## config.mk

```make
export PLATFORM = sky130hd
export DESIGN_NAME = fetch_queue_stage
export DESIGN_NICKNAME = d
export VERILOG_FILES = /design/src/rtl/fetch_queue_stage_pkg.sv /design/src/rtl/fetch_queue_stage_fifo.sv /design/src/rtl/fetch_queue_stage.sv
export SDC_FILE = /design/constraint.sdc
export NUM_CORES = 1
export LEC_CHECK = 0
export CAP_MARGIN = 10
export CORE_ASPECT_RATIO = 0.6
export CORE_MARGIN = 2
export CORE_UTILIZATION = 46
export DETAILED_ROUTE_END_ITERATION = 16
export PLACE_DENSITY = 0.76
export SYNTH_ARGS = -nofsm -noshare
export SYNTH_HDL_FRONTEND = slang
export SYNTH_HIERARCHICAL = 1
export SYNTH_SLANG_ARGS = --single-unit
```

## constraint.sdc

```tcl
create_clock -name clk -period 6.5 [get_ports clk]
set_input_delay 0.65 -clock clk [delete_from_list [all_inputs] [get_ports clk]]
set_output_delay 0.65 -clock clk [all_outputs]
set_load 0.03 [all_outputs]
```

## src/rtl/fetch_queue_stage_pkg.sv

```systemverilog
// Shared fetch-stage definitions: word/PC constants, queue entry layout and
// the alignment helper used by the fetch stage and its storage.
package fetch_queue_stage_pkg;

    localparam int          INSTR_W    = 32;
    localparam logic [31:0] PC_INC     = 32'd4;
    localparam logic [1:0]  ALIGN_MASK = 2'b11;
    localparam logic [31:0] EXC_VECTOR = 32'h0000_0800;

    // One buffered fetch: done=1 once the instruction word is known,
    // exc=1 marks an address-error entry that never touched memory.
    typedef struct packed {
        logic [31:0]        pc;
        logic [INSTR_W-1:0] instr;
        logic               done;
        logic               exc;
    } fq_entry_t;

    function automatic logic pc_aligned(input logic [31:0] pc);
        return (pc[1:0] & ALIGN_MASK) == 2'b00;
    endfunction

endpackage

```

## src/rtl/fetch_queue_stage_fifo.sv

```systemverilog
// In-order circular storage for fetch entries. Besides push/pop it fills the
// oldest entry still waiting for memory, reports how many entries would still
// be waiting after this cycle's fill, and clears on redirect.
module fetch_queue_stage_fifo
    import fetch_queue_stage_pkg::*;
#(
    parameter int DEPTH = 2,
    parameter int PTR_W = 1
) (
    input  logic               clk,
    input  logic               reset,
    input  logic               clear,
    input  logic               push,
    input  fq_entry_t          push_entry,
    input  logic               pop,
    input  logic               fill,
    input  logic [INSTR_W-1:0] fill_data,
    output fq_entry_t          head_entry,
    output logic [PTR_W:0]     count,
    output logic [PTR_W:0]     pending_after
);

    fq_entry_t        entries [DEPTH];
    logic [PTR_W-1:0] head_ptr;
    logic [PTR_W-1:0] tail_ptr;
    logic [PTR_W-1:0] slot;
    logic [PTR_W-1:0] fill_idx;
    logic             fill_hit;
    logic [PTR_W:0]   pending_cnt;
    logic             fill_do;
    logic             head_fill;

    // Scan from the head for the oldest pending entry and count all pending ones.
    always_comb begin
        // NOTE: every variable written here gets a default first, otherwise paths that skip an assignment infer a latch.
        slot        = '0;
        fill_idx    = '0;
        fill_hit    = 1'b0;
        pending_cnt = '0;
        for (int k = 0; k < DEPTH; k++) begin
            slot = head_ptr + PTR_W'(k);
            if ((PTR_W + 1)'(k) < count && !entries[slot].done) begin
                pending_cnt = pending_cnt + (PTR_W + 1)'(1);
                if (!fill_hit) begin
                    fill_hit = 1'b1;
                    fill_idx = slot;
                end
            end
        end
    end

    assign fill_do       = fill & fill_hit;
    assign head_fill     = fill_do && (fill_idx == head_ptr);
    assign pending_after = pending_cnt - (PTR_W + 1)'(fill_do);

    // Head view with write-through so a response can be decoded the cycle it returns.
    always_comb begin
        head_entry = entries[head_ptr];
        if (head_fill) begin
            head_entry.instr = fill_data;
            head_entry.done  = 1'b1;
        end
    end

    // Pointer, count and entry updates; redirect clears occupancy only.
    always_ff @(posedge clk) begin
        // NOTE: state uses non-blocking assignments so every register sees pre-edge values.
        if (reset) begin
            head_ptr <= '0;
            tail_ptr <= '0;
            count    <= '0;
            // NOTE: entry storage is reset on purpose so the head outputs read as zero out of reset.
            for (int i = 0; i < DEPTH; i++) begin
                entries[i] <= '0;
            end
        end else if (clear) begin
            head_ptr <= '0;
            tail_ptr <= '0;
            count    <= '0;
        end else begin
            if (fill_do) begin
                entries[fill_idx].instr <= fill_data;
                entries[fill_idx].done  <= 1'b1;
            end
            if (push) begin
                entries[tail_ptr] <= push_entry;
                tail_ptr          <= tail_ptr + PTR_W'(1);
            end
            if (pop) begin
                head_ptr <= head_ptr + PTR_W'(1);
            end
            case ({push, pop})
                2'b10:   count <= count + (PTR_W + 1)'(1);
                2'b01:   count <= count - (PTR_W + 1)'(1);
                default: count <= count;
            endcase
        end
    end

endmodule

```

## src/rtl/fetch_queue_stage.sv

```systemverilog
// Instruction-fetch stage: issues in-order fetches at the current PC, buffers
// {pc, instr} pairs for decode, holds the PC when no entry is taken and
// discards in-flight work on redirect.
module fetch_queue_stage
    import fetch_queue_stage_pkg::*;
#(
    parameter int DEPTH = 2,
    parameter int PTR_W = 1
) (
    input  logic        clk,
    input  logic        reset,
    input  logic [31:0] pc_in,
    output logic        pc_hold,
    input  logic        flush,
    output logic        imem_req,
    output logic [31:0] imem_addr,
    input  logic        imem_gnt,
    input  logic        imem_rvalid,
    input  logic [31:0] imem_rdata,
    output logic        id_valid,
    input  logic        id_ready,
    output logic [31:0] id_instr,
    output logic [31:0] id_pc,
    output logic [31:0] id_pc4,
    output logic        id_exc_adel
);

    logic [PTR_W:0]   count;
    logic [PTR_W:0]   drop_cnt;
    logic [PTR_W:0]   pending_after;
    logic [PTR_W+1:0] occupancy;
    logic             credit;
    logic             aligned;
    logic             push_exc;
    logic             push;
    logic             pop;
    logic             dropping;
    logic             fill;
    fq_entry_t        head_entry;
    fq_entry_t        push_entry;

    // Credit counts queued entries plus responses still owed from before a redirect;
    // a pop in the same cycle does not free a slot until the next cycle.
    assign occupancy = {1'b0, count} + {1'b0, drop_cnt};
    assign credit    = occupancy < (PTR_W + 2)'(DEPTH);
    assign aligned   = pc_aligned(pc_in);

    assign imem_req  = aligned & credit & ~flush & ~reset;
    assign imem_addr = pc_in;
    assign push_exc  = ~aligned & credit & ~flush & ~reset;
    assign push      = (imem_req & imem_gnt) | push_exc;
    assign pc_hold   = ~push;

    assign push_entry = '{pc: pc_in, instr: '0, done: push_exc, exc: push_exc};

    assign dropping = imem_rvalid & (drop_cnt != '0);
    assign fill     = imem_rvalid & (drop_cnt == '0) & ~reset;

    assign id_valid    = (count != '0) & head_entry.done & ~flush & ~reset;
    assign pop         = id_valid & id_ready;
    assign id_instr    = head_entry.instr;
    assign id_pc       = head_entry.pc;
    assign id_pc4      = head_entry.pc + PC_INC;
    assign id_exc_adel = head_entry.exc;

    // Responses owed to fetches abandoned by a redirect; they are swallowed first.
    always_ff @(posedge clk) begin
        if (reset) begin
            drop_cnt <= '0;
        end else if (flush) begin
            drop_cnt <= drop_cnt - (PTR_W + 1)'(dropping) + pending_after;
        end else if (dropping) begin
            drop_cnt <= drop_cnt - (PTR_W + 1)'(1);
        end
    end

    fetch_queue_stage_fifo #(
        .DEPTH (DEPTH),
        .PTR_W (PTR_W)
    ) u_fifo (
        .clk           (clk),
        .reset         (reset),
        .clear         (flush),
        .push          (push),
        .push_entry    (push_entry),
        .pop           (pop),
        .fill          (fill),
        .fill_data     (imem_rdata),
        .head_entry    (head_entry),
        .count         (count),
        .pending_after (pending_after)
    );

endmodule

```

Word level (Yosys, flattened, before mapping):

Memory sizes are Yosys's and may differ from the RTL's. A register that Yosys moved wholly into a read port is not among the register bits.
Cells that the tools add are included.

* register bits: 6
* memory bits (writable): 132
* input bits: 70
* output and inout port bits: 132
* word-level logic and storage cells: 85
* memories: 1

Memory list
* u_fifo.entries: words 2, bits a word 66, rd ports 2, clocked after Yosys merged registers in 1, wr ports 2, line fetch_queue_stage_fifo.sv:23 `fq_entry_t entries [DEPTH];`

* add/sub/neg operators: 11
* order comparisons: 3
* equality and inequality tests: 3
* muxes and demuxes: 29
* bitwise gates (word level): 20
* reductions and logical operators: 14

Operators with widths (count)
* 66-bit 2-to-1 mux: 2
* 66-bit OR reduction: 2
* 33-bit 2-to-1 mux: 1
* 32-bit by 3-bit adder with 32-bit output (second input constant): 1
* 1-bit 2-to-1 mux: 21
* 1-bit bitwise AND: 15
* 2-bit 2-to-1 mux: 4
* 2-bit nonzero test: 4
* 2-bit logical NOT: 2
* 1-bit by 2-bit less-than comparator with 1-bit output (first input constant): 2
* 1-bit NOT: 4
* 2-bit one-hot mux with 2 select lines: 1
* 2-bit by 1-bit subtractor with 2-bit output: 2
* 2-bit by 1-bit subtractor with 2-bit output (second input constant): 2
* 2-bit by 2-bit adder with 3-bit output: 1
* 1-bit logical AND: 3
* 3-bit by 2-bit less-than comparator with 1-bit output (second input constant): 1
* 1-bit adder (second input constant): 2
* 1-bit by 1-bit adder with 2-bit output (second input constant): 1
* 2-bit by 1-bit adder with 2-bit output (second input constant): 1
* 2-bit adder: 1
* 2-bit by 1-bit == test with 1-bit output (second input constant): 1
* 2-bit == test (second input constant): 1
* 1-bit logical NOT: 2
* other kinds (3): 3

Depth between registers and ports, before layout:

* depth after elaboration: 14
* depth in mapped cells: 17
* gate-level depth less buffers: 17

By module:

Netlist, hierarchy kept.

By module, submodules not included
* fetch_queue_stage_fifo: times used 1, cells each 495, area an instance 6695.2 um^2, seq. area each 4063.9 um^2
* fetch_queue_stage: times used 1, cells each 161, area an instance 1104.8 um^2, seq. area each 40.0 um^2

Worst setup path after synthesis:

No wires, ideal clock.

* kind: reg-to-reg
* start: reg (tool-made name)
* end: reg u_fifo.count[0]
* library setup time: 0.122 ns
* arrival: 3.977 ns
* data required time: 6.378 ns
* slack: 2.401 ns
* cell stages (with the launch flop): 17
* path buffers: 3
* period minus slack after synthesis: 4.099 ns
* path through: dfxtp_1 buf_2 mux2i_1 nor2b_1 inv_1 ha_1 nor2b_1 o221ai_1 or2_1 buf_2 buf_4 nand2_1 nor4b_1 and2_1 ha_1 xor2_1 nor2_1

RTL lines
* end signal: assignment: line fetch_queue_stage_fifo.sv:93 `2'b10: count <= count + (PTR_W + 1)'(1);`
* end signal: assignment: line fetch_queue_stage_fifo.sv:94 `2'b01: count <= count - (PTR_W + 1)'(1);`
* end signal: assignment: line fetch_queue_stage_fifo.sv:95 `default: count <= count;`
* end: declaration: line fetch_queue_stage_fifo.sv:19 `output logic [PTR_W:0] count,`

==> reports/summary.txt <==
Status - complete, no violations
Post-CTS Hold Buffers - 0
PD cells - 239 mW/mm^2
DR WL met3 - 1.40 mm
ANT cells - 0
Async SR Flop Fraction - 0%
Clk Latency, worst-skew pair - 0.41 ns
TritonCTS clock tree - built
Global-route wire length before repair - 31.0 mm
Core area - 0.0164 mm^2
Initial antenna violation count - 0
HPWL Detailed - 13.0 mm
Post-synth top flop - edfxtp_1
Clock Path Buffers - 2
WL met1 - 8.98 mm
Layout Cells excl Fill - 1109
Max-cap violation count - 0
Critical Path Fanout Max - 33
HP Start - u_fifo/tail_ptr
PortBufs - 201
1st-pass router iterations - 5
Top layer in use - met4
Multi-input logic area - 0.00344 mm^2
Yosys reg bits - 139
Most common cell in the netlist - edfxtp_1
Top-area cell type share of the netlist area - 50.8%
Row count - 36
Final-report hold violation count - 0
Reg2reg start - u_fifo/entries[1][1]
Largest net degree at the start of global routing - 67
Setup Skew - 0.0142 ns
Syn_area_per_cell - 11.9 um^2
Vias in the first global route - 5877
Critical path required time - 5.85 ns
Min-Delay Endpoint - u_fifo/tail_ptr
Top cells by count, synth - edfxtp_1, and2_1, a22o_1, nor3_1, buf_4
Total clock sinks - 139
Crit start category - flip-flop
Layout Utilization - 64.3%
Unique masters post-synth - 46
Met2 WL post-DR - 9.34 mm
Final setup TNS - 0 ns
VDD IR max - 167 uV
Post-DR vias/cell - 5.22
Reg2Reg Capture Point - u_fifo/count[0]
Hold crit path type - flip-flop to flip-flop
TritonCTS Buffers - 17
NumNets Final - 952
Residual DRC - 0
Via count - 5793
DRT iter0 DRCs - 456
Clk slew on worst S/H paths - 0.06 ns
Worst-case reg-to-reg path depth - 13
Layout cells sized above 1 - 9.65%
Fill cell count - 1285
Cell taking the most area after synthesis - edfxtp_1
Setup violators final - 0
Post-synthesis cell area - 0.00780 mm^2
Die height - 105 um
Crit path capture type - output port
Final Max Tran Viols - 0
Worst Path Arrival - 4.48 ns
Largest cells by area after synthesis - edfxtp_1, a22o_1, and2_1, mux2_2, mux2i_1
Die W - 172 um
Post-DR wirelength/cell - 17.9 um
Worst slew margin - 13.7%
WHS Path Cells - 2
Post-CTS Setup Repair Bufs - 0
Min Tclk post-route - 5.13 ns
Final Cycle Share - 79.0%
Total Routing Usage GR - 22.2%
P&R area growth vs syn - 35.1%
Post-route ant nets - 0
Setup CP Type - flip-flop to output port
Initial Util - 47.6%
Synth Warn # - 6
Slew @ Worst Pin - 1.29 ns
Number of synthesized flops with an enable pin - 132
Sequential cell area - 0.00411 mm^2
RSZ-0062 raised after global routing - false
Placed insts - 1079
Grt ovf - 0
Final Wtd Congestion - 0.854
CTS root buf - clkbuf_16
Static leakage - 3.98 nW
Register area share after synthesis - 52.6%
Post-synthesis instance total - 656
Io pins - 202
Die area - 0.0180 mm^2
Total Wirelength - 19.8 mm
Max Clock Freq - 195 MHz
Post_cts resized - 0
CTS H-Tree Depth - 4
Setup slack, reg-to-reg - 2.15 ns
==> routing by layer <==
layer  vias to the layer above  GRT usage [%]
met5                         -              0
li1                       2748              -
met2                       224           35.4
met1                      2809           30.4
met3                        12           5.34
met4                         0           5.46
==> power by group <==
group / switching [mW] / internal, mW / leakage [nW]
registers: 0.0189 / 1.03 / 1.42
logic: 0.298 / 0.211 / 2.28
clock network: 0.364 / 0.598 / 0.279
total: 0.681 / 1.84 / 3.98
==> sequential cells by signal (all words and copies together), names as in the netlist, named ones only <==
| name | cells |
|---|---|
| u_fifo/entries | 132 |
| drop_cnt | 2 |
| u_fifo/count | 2 |
| u_fifo/head_ptr | 1 |
| u_fifo/tail_ptr | 1 |
==> worst max-delay path by stage <==
| stage | slack (ns) | endpoint | depth (start not counted) | startpoint |
|---|---|---|---|---|
| floorplan | 2.40 | u_fifo/count[0] | 16 | flip-flop |
| global placement | 1.93 | id_valid | 9 | reset |
| detailed placement | 1.71 | id_valid | 9 | reset |
| CTS | 1.40 | id_valid | 11 | u_fifo/entries[1][1] |
| global route | 1.09 | id_valid | 12 | u_fifo/count[1] |
| finish | 1.37 | id_valid | 11 | u_fifo/entries[1][1] |
==> stage by stage <==
step	hold slack (ns)	area [um^2]	power (mW)	setup slack, ns
after floorplan	0.444	8040	1.37	2.40
after global placement	0.454	9960	1.56	1.93
after detailed placement	0.492	9960	1.58	1.71
after CTS	0.499	10500	2.54	1.40
after global routing	0.533	10500	2.61	1.09
final	0.494	10500	2.52	1.37
==> cell type report <==
| type | instances | share of cell area [%] |
|---|---|---|
| Clock buffer | 18 | 4.07 |
| Clock inverter | 12 | 1.42 |
| Inverter | 19 | 0.677 |
| Multi-Input combinational cell | 486 | 32.6 |
| Sequential cell | 139 | 39.0 |
| Tap cell | 228 | 2.71 |
| Timing Repair Buffer | 207 | 19.5 |
==> cells in the final DEF, fill, tap and decap left out, drive strengths merged, types with 7 or more instances in the layout <==
cell and instances:
clkdlybuf4s50 201, edfxtp 132, and2 70, a22o 64, conb 64, nor3 44
mux2i 35, a21oi 35, mux2 33, xor2 24, inv 20, nor2 19
clkbuf 18, nand2 16, xnor2 12, ha 11, nand3 10, or2 8
dfxtp 7
==> logic make-up after synthesis <==
group | share of synthesized area (%)
AO/OA/AOI/OAI | 10.4
multiplexers | 9.26
flip-flops | 52.6
other | 0.0481
buffers and inverters | 7.01
XOR/XNOR | 4.04
AND/OR/NAND/NOR | 14.6
adder cells (fa/ha/maj) | 2.02
==> critical path, stage by stage (launching register included) <==
cell	delay, ns
edfxtp_1	0.45
mux2i_1	0.29
nor2b_1	0.30
inv_1	0.08
ha_1	0.20
nor2b_1	0.32
o221ai_4	0.47
or2_1	0.37
buf_4	0.26
nand2_1	0.11
nor4b_1	0.43
clkdlybuf4s50_1	0.77
Power figures use the tool's default switching activity.
